`config.mk`:
```
export PLATFORM = sky130hd
export DESIGN_NAME = bus_xfer_arbiter
export DESIGN_NICKNAME = d
export VERILOG_FILES = /design/src/rtl/bus_pkg.sv /design/src/rtl/rr_pick.sv /design/src/rtl/bus_xfer_arbiter.sv
export SDC_FILE = /design/constraint.sdc
export NUM_CORES = 1
export LEC_CHECK = 0
export BUFFER_PORTS_ARGS = -buffer_cell sky130_fd_sc_hd__buf_2
export CORE_AREA = 2 2 78 88
export CTS_CLUSTER_DIAMETER = 120
export DETAILED_ROUTE_END_ITERATION = 10
export DIE_AREA = 0 0 80 90
export PLACE_DENSITY = 0.86
export SLEW_MARGIN = 20
export SYNTH_ARGS = -nofsm -noshare
export SYNTH_HDL_FRONTEND = slang
export SYNTH_SLANG_ARGS = --single-unit
```
`constraint.sdc`:
```
create_clock -name clock -period 2.6 [get_ports clock]
set_input_delay 0.39 -clock clock [delete_from_list [all_inputs] [get_ports clock]]
set_output_delay 0.39 -clock clock [all_outputs]
set_load 0.005 [all_outputs]
```
`src/rtl/bus_pkg.sv`:
```
// Shared definitions for the CPU bus transfer arbiter: state codes, default sizes and the register index decoder.
package bus_pkg;
    localparam logic [1:0] IDLE  = 2'd0;
    localparam logic [1:0] DRIVE = 2'd1;
    localparam logic [1:0] LATCH = 2'd2;

    localparam int NUM_REGS_DEF = 16;
    localparam int IDX_W_DEF    = 4;
    localparam int DEC_MAX      = 256;

    // Callers keep only their low NUM_REGS bits, so out-of-range indices decode to all-zero.
    function automatic logic [DEC_MAX-1:0] onehot_dec(input logic [7:0] idx);
        logic [DEC_MAX-1:0] v;
        v = {{(DEC_MAX-1){1'b0}}, 1'b1};
        return v << idx;
    endfunction
endpackage

```
`src/rtl/rr_pick.sv`:
```
// Combinational round-robin picker: first set request at or after the pointer, wrapping.
module rr_pick #(
    parameter int N  = 4,
    parameter int PW = 2
) (
    input  logic [N-1:0]  i_req,
    input  logic [PW-1:0] i_ptr,
    output logic [N-1:0]  o_pick,
    output logic [PW-1:0] o_idx,
    output logic          o_any
);
    logic          w_found;
    logic          w_hit;
    logic [PW-1:0] w_j;
    logic [PW-1:0] w_idx;

    // Scan N positions starting at the pointer; the first hit wins.
    always_comb begin
        w_found = 1'b0;
        w_hit   = 1'b0;
        w_j     = {PW{1'b0}};
        w_idx   = {PW{1'b0}};
        for (int k = 0; k < N; k++) begin
            w_j     = PW'((int'(i_ptr) + k) % N);
            w_hit   = !w_found && i_req[w_j];
            w_idx   = w_hit ? w_j : w_idx;
            w_found = w_found | w_hit;
        end
    end

    assign o_any  = w_found;
    assign o_idx  = w_idx;
    assign o_pick = w_found ? ({{(N-1){1'b0}}, 1'b1} << w_idx) : {N{1'b0}};
endmodule

```
`src/rtl/bus_xfer_arbiter.sv`:
```
// Round-robin owner of the internal CPU bus: Rout/BAout drive phase, then Rin latch phase with ack.
// Optional macro BUS_XFER_STATS_EN adds the xfer_count and stall_count outputs.
module bus_xfer_arbiter
    import bus_pkg::*;
#(
    parameter int NUM_REQ  = 4,
    parameter int NUM_REGS = NUM_REGS_DEF,
    parameter int IDX_W    = IDX_W_DEF
) (
    input  logic                     clock,
    input  logic                     clear,
    input  logic [NUM_REQ-1:0]       req,
    input  logic [NUM_REQ*IDX_W-1:0] src_idx,
    input  logic [NUM_REQ*IDX_W-1:0] dst_idx,
    input  logic [NUM_REQ-1:0]       ba_mode,
    input  logic                     stall_in,
    output logic [NUM_REQ-1:0]       grant,
    output logic [NUM_REQ-1:0]       ack,
    output logic [NUM_REGS-1:0]      rout,
    output logic [NUM_REGS-1:0]      rin,
    output logic                     BAout,
    output logic                     busy
`ifdef BUS_XFER_STATS_EN
    ,
    output logic [31:0]              xfer_count,
    output logic [31:0]              stall_count
`endif
);
    localparam int OW = (NUM_REQ > 1) ? $clog2(NUM_REQ) : 1;

    logic [1:0]          r_state;
    logic [1:0]          w_state_nxt;
    logic [OW-1:0]       r_ptr;
    logic [OW-1:0]       r_owner;
    logic [IDX_W-1:0]    r_src;
    logic [IDX_W-1:0]    r_dst;
    logic                r_ba;
    logic                w_take;
    logic                w_any;
    logic [OW-1:0]       w_ptr_after;
    logic [OW-1:0]       w_pick_ptr;
    logic [OW-1:0]       w_pick_idx;
    logic [NUM_REQ-1:0]  w_pick_req;
    logic [NUM_REQ-1:0]  w_pick_oh;
    logic [NUM_REQ-1:0]  w_owner_oh;
    logic [IDX_W-1:0]    w_src_sel;
    logic [IDX_W-1:0]    w_dst_sel;
    logic [IDX_W-1:0]    w_src_n;
    logic [IDX_W-1:0]    w_dst_n;
    logic                w_ba_n;
    logic [NUM_REQ-1:0]  w_grant_n;
    logic [NUM_REGS-1:0] w_src_dec;
    logic [NUM_REGS-1:0] w_dst_dec;
    logic [NUM_REQ-1:0]  w_grant_d;
    logic [NUM_REQ-1:0]  w_ack_d;
    logic [NUM_REGS-1:0] w_rout_d;
    logic [NUM_REGS-1:0] w_rin_d;
    logic                w_ba_d;
    logic                w_busy_d;
    logic [NUM_REQ-1:0]  r_grant;
    logic [NUM_REQ-1:0]  r_ack;
    logic [NUM_REGS-1:0] r_rout;
    logic [NUM_REGS-1:0] r_rin;
    logic                r_baout;
    logic                r_busy;

    // The owner's request counts as consumed during its ack cycle, so it is masked out of re-arbitration.
    assign w_owner_oh  = {{(NUM_REQ-1){1'b0}}, 1'b1} << r_owner;
    assign w_ptr_after = (r_owner == OW'(NUM_REQ - 1)) ? {OW{1'b0}} : r_owner + {{(OW-1){1'b0}}, 1'b1};
    assign w_pick_ptr  = (r_state == LATCH) ? w_ptr_after : r_ptr;
    assign w_pick_req  = (r_state == LATCH) ? (req & ~w_owner_oh) : req;

    rr_pick #(.N(NUM_REQ), .PW(OW)) u_pick (
        .i_req  (w_pick_req),
        .i_ptr  (w_pick_ptr),
        .o_pick (w_pick_oh),
        .o_idx  (w_pick_idx),
        .o_any  (w_any)
    );

    assign w_src_sel = src_idx[IDX_W*int'(w_pick_idx) +: IDX_W];
    assign w_dst_sel = dst_idx[IDX_W*int'(w_pick_idx) +: IDX_W];
    assign w_src_n   = w_take ? w_src_sel : r_src;
    assign w_dst_n   = w_take ? w_dst_sel : r_dst;
    assign w_ba_n    = w_take ? ba_mode[w_pick_idx] : r_ba;
    assign w_grant_n = w_take ? w_pick_oh : w_owner_oh;
    assign w_src_dec = NUM_REGS'(onehot_dec(8'(w_src_n)));
    assign w_dst_dec = NUM_REGS'(onehot_dec(8'(w_dst_n)));

    // State register, round-robin pointer and the fields latched at each grant decision.
    always_ff @(posedge clock or negedge clear) begin
        if (!clear) begin
            r_state <= IDLE;
            r_ptr   <= {OW{1'b0}};
            r_owner <= {OW{1'b0}};
            r_src   <= {IDX_W{1'b0}};
            r_dst   <= {IDX_W{1'b0}};
            r_ba    <= 1'b0;
        end else begin
            r_state <= w_state_nxt;
            if (r_state == LATCH) begin
                r_ptr <= w_ptr_after;
            end
            if (w_take) begin
                r_owner <= w_pick_idx;
                r_src   <= w_src_sel;
                r_dst   <= w_dst_sel;
                r_ba    <= ba_mode[w_pick_idx];
            end
        end
    end

    // Next-state logic; stall only matters when starting from idle or while driving.
    always_comb begin
        w_state_nxt = IDLE;
        w_take      = 1'b0;
        case (r_state)
            IDLE: begin
                if (w_any && !stall_in) begin
                    w_state_nxt = DRIVE;
                    w_take      = 1'b1;
                end else begin
                    w_state_nxt = IDLE;
                end
            end
            DRIVE: w_state_nxt = stall_in ? DRIVE : LATCH;
            LATCH: begin
                if (w_any) begin
                    w_state_nxt = DRIVE;
                    w_take      = 1'b1;
                end else begin
                    w_state_nxt = IDLE;
                end
            end
            default: w_state_nxt = IDLE;
        endcase
    end

    // Output decode of the upcoming state, registered below so nothing is combinational from inputs.
    always_comb begin
        w_grant_d = {NUM_REQ{1'b0}};
        w_ack_d   = {NUM_REQ{1'b0}};
        w_rout_d  = {NUM_REGS{1'b0}};
        w_rin_d   = {NUM_REGS{1'b0}};
        w_ba_d    = 1'b0;
        w_busy_d  = 1'b0;
        case (w_state_nxt)
            DRIVE: begin
                w_grant_d = w_grant_n;
                w_rout_d  = w_src_dec;
                w_ba_d    = w_ba_n;
                w_busy_d  = 1'b1;
            end
            LATCH: begin
                w_grant_d = w_grant_n;
                w_ack_d   = w_grant_n;
                w_rout_d  = w_src_dec;
                w_rin_d   = w_dst_dec;
                w_ba_d    = w_ba_n;
                w_busy_d  = 1'b1;
            end
            default: w_busy_d = 1'b0;
        endcase
    end

    // Output registers; clear drops them without waiting for a clock edge.
    always_ff @(posedge clock or negedge clear) begin
        if (!clear) begin
            r_grant <= {NUM_REQ{1'b0}};
            r_ack   <= {NUM_REQ{1'b0}};
            r_rout  <= {NUM_REGS{1'b0}};
            r_rin   <= {NUM_REGS{1'b0}};
            r_baout <= 1'b0;
            r_busy  <= 1'b0;
        end else begin
            r_grant <= w_grant_d;
            r_ack   <= w_ack_d;
            r_rout  <= w_rout_d;
            r_rin   <= w_rin_d;
            r_baout <= w_ba_d;
            r_busy  <= w_busy_d;
        end
    end

    assign grant = r_grant;
    assign ack   = r_ack;
    assign rout  = r_rout;
    assign rin   = r_rin;
    assign BAout = r_baout;
    assign busy  = r_busy;

`ifdef BUS_XFER_STATS_EN
    logic [31:0] r_xfer_cnt;
    logic [31:0] r_stall_cnt;

    // Counters follow the registered state, matching the visible ack and stalled-drive cycles.
    always_ff @(posedge clock or negedge clear) begin
        if (!clear) begin
            r_xfer_cnt  <= 32'd0;
            r_stall_cnt <= 32'd0;
        end else begin
            if (r_state == LATCH) begin
                r_xfer_cnt <= r_xfer_cnt + 32'd1;
            end
            if ((r_state == DRIVE) && stall_in) begin
                r_stall_cnt <= r_stall_cnt + 32'd1;
            end
        end
    end

    assign xfer_count  = r_xfer_cnt;
    assign stall_count = r_stall_cnt;
`endif
endmodule
```
==> flow_metrics.tcl <==
set metrics [dict create \
    status "finished with violations" \
    violations "negative hold slack, negative setup slack" \
    grt_overflow 0 \
    portBuffers 84 \
    hpwl_um 6006 \
    drc_errors 0 \
    layout-drive-gt1-share 0.7119 \
    cts_max_level 3 \
    use_met3 0.07932 \
    slew_viol_final 0 \
    slew_headroom 0.6351 \
    route.final.wire_length_um 12030 \
    power_uw 6635 \
    syn_area_sq_um 2899 \
    nNetsFinal 456 \
    final_cell_mix "buf_2 (84), dfrtp_1 (54), buf_4 (53), nor4_4 (25), buf_6 (22)" \
    max_cap_viol_count 0 \
    timing.final.ws_setup_ns -0.5387 \
    synthCells 235 \
    gr-usage-met1 0.3613 \
    criticalPathCategory "flip-flop to flip-flop" \
    numCtsBuffers 9 \
    arrival_ns 3.39 \
    synth_edf_count 0 \
    cp_num_buf_inv 5 \
    antenna_found_initial 0 \
    clock_sinks 57 \
    slowest_delay_ns 0.43 \
    cp_max_fo 7 \
    via_per_inst 6.176 \
    synth_nets 283 \
    ios 85 \
    regArea_sq_um 1430 \
    critPathTopFamily "simple AND/OR/NAND/NOR gates" \
    clk_latency_ns 0.37 \
    syn2layout_area_growth_pct 76.69 \
    fin_hold_ws_ns -0.003225 \
    dp.cells 443 \
    synth_area_leaders "dfrtp_1 (49%), nor4_2 (6.0%), nor4_1 (4.1%), buf_6 (3.1%), ha_1 (2.2%)" \
    drtIter0Drc 268 \
    finalCritPeriodShare 1.207 \
    cts_root_buf "clkbuf_8" \
    diodes 0 \
    p_leak_uw 0.002303 \
    initial_core_util 0.4557 \
    grt_pass1_wl_um 15970 \
    crit_path_cell_trace "buf_6 -> ha_4 -> nor4b_4 -> a21o_4 -> nor3_4 -> buf_6 -> buf_6 -> nor3_4 -> buf_4 -> mux2i_1 -> o211a_4 -> clkinv_4 -> nor4_2" \
    hold_class "input pin to async pin" \
    irDropWorstVdd_mv 0.8048 \
    first_global_vias 2970 \
    finalSetupViolCount 46 \
    fp.dieH_um 90 \
    vias 3057 \
    skew_ns 0.01355 \
    ys_seq_elements 57 \
    rows 31 \
    yosys_warnings 0 \
    grt_start_max_net_pins 36 \
    gp_congestion 0.9620 \
    syn_avg_cell_area_sq_um 12.34 \
    worst_pin_slew_ns 0.5474 \
    min_period_ns 3.139 \
    postRouteAntennaNets 0 \
    synth_top_area_cell "dfrtp_1" \
    ys_seq_area_frac 0.4920 \
    multiInputGateArea_sq_um 1977 \
    critPathRequiredTime_ns 2.85 \
    finalHoldViolCount 2 \
    wire_per_inst_um 24.29 \
    crit_path_start_kind "flip-flop" \
    tns_ns -15.73 \
    synthArstFlopShare 1.000 \
    dieWidth_um 80 \
    rsz0062_at_grt "true" \
    clkTransAtPathRegs_ns 0.09 \
    fillers 351 \
    mostFrequentLayoutCell "buf_2" \
    synth.distinct_cells 60 \
    slowest_stage "dfrtp_1" \
    top_usage_layer "met2" \
    fp.dieArea_sq_um 7200 \
    max_freq_ghz 0.3186 \
    final_cells 495 \
    track_usage 0.2984 \
    cts_tree "done" \
    synth_top_flop_cell "dfrtp_1" \
    core_sq_um 6361 \
    p_per_area_nw_per_um2 1295 \
    cts_buffer_depth 2 \
    end_kind "flip-flop" \
    synth_top_area_frac 0.4920 \
    cpMostUsedCell "buf_6" \
    drtPass1Iterations 10 \
    grtUsageMet2 0.4840 \
]
-- flip-flops by register name, indices dropped and copies added, names as in the netlist --
| signal | flops |
|---|---|
| rin | 16 |
| rout | 16 |
| r_dst | 4 |
| r_ba | 1 |
| r_src | 4 |
| grant | 4 |
| ack | 4 |
| r_ptr | 2 |
| r_state | 2 |
| busy | 1 |
| BAout | 1 |
| r_owner | 2 |
-- worst paths after layout --
| kind | start | end | slack [ns] | cells after the start |
|---|---|---|---|---|
| max in group asynchronous | clear | r_owner[0] | 1.73 | 2 |
| worst min-delay path | clear | r_ptr[0] | -0.003 | 1 |
| worst max register to register | r_owner[1] | rout[1] | -0.54 | 13 |
| worst max-delay path | r_owner[1] | rout[1] | -0.54 | 13 |
| min in group clock | stall_in | r_state[1] | 0.29 | 2 |
| worst min register to register | r_ba | r_ba | 0.49 | 2 |
-- cell type report --
cell class              instances  area share
clock buffers                   9     0.02418
clock inverters                 7     0.01514
inverters                      15     0.01979
multi-input cells             152      0.3859
flip-flops and latches         57      0.2792
well taps                      82     0.02003
repair buffers                170      0.2511
repair inverters                3    0.004641
-- per-stage QoR --
| step | setup WS, ns | area, sq um | util |
|---|---|---|---|
| floorplan | -0.09685 | 2964 | - |
| detailed placement | -0.4261 | 3816 | 0.5999 |
| finish | -0.5387 | 5122 | 0.8053 |
| global route | -0.5884 | 5122 | 0.8053 |
| CTS | -0.2507 | 4568 | 0.7181 |
| global placement | -0.3349 | 3816 | 0.5999 |
-- what timing repair did --
action / in CTS / in global routing
hold buffers: 0 / 0
setup buffers: 16 / 17
gates resized for setup: 74 / 71
cloned: 2 / 3
hold endpoints to repair: 0 / 0
endpoints found under the setup margin: 43 / 47
pin swaps: 20 / 37
-- cell families after synthesis --
group / count (synthesis) / synth area share
flops: 57 / 0.4920
fa+ha+maj: 5 / 0.02158
simple gates: 85 / 0.2292
mux: 7 / 0.02460
compound gates: 55 / 0.1705
buf+inv: 26 / 0.06215
-- per-layer routing --
layer  routed length (um)  up-vias
met1                 4372     1523
met4                  652        0
met2                 6102      212
met5                    0        -
met3                  898       61
li1                     -     1261
-- power by group --
part / internal (uW) / leakage (uW) / switching [uW]
registers: 1110 / 0.000756 / 144
clock network: 448 / 0.0000885 / 434
logic: 1980 / 0.00146 / 2530
-- cell usage after synthesis (all sizes together), types with 2 or more instances --
cell type and n:
dfrtp 57, nor4 34, inv 15, nor2 14, buf 10, nand2 7, nand4 7, a211oi 6
a21o 6, mux2i 6, o21ai 6, o31ai 6, a211o 5, ha 5, a22oi 4, a2111oi 3
a31oi 3, and3b 3, nand3 3, nor3 3, a21oi 2, and2b 2, and4 2, nand2b 2
nor2b 2, o211a 2, o211ai 2, o21a 2, o31a 2, or3 2
-- worst reg2reg max path, stage by stage (launching register included) --
cell	delay, ns
dfrtp_1	0.43
buf_6	0.14
ha_4	0.17
nor4b_4	0.36
a21o_4	0.19
nor3_4	0.06
buf_6	0.13
buf_6	0.12
nor3_4	0.28
buf_4	0.18
mux2i_1	0.34
o211a_4	0.27
clkinv_4	0.11
nor4_2	0.26
No activity file was read; power rests on OpenSTA's default activity.
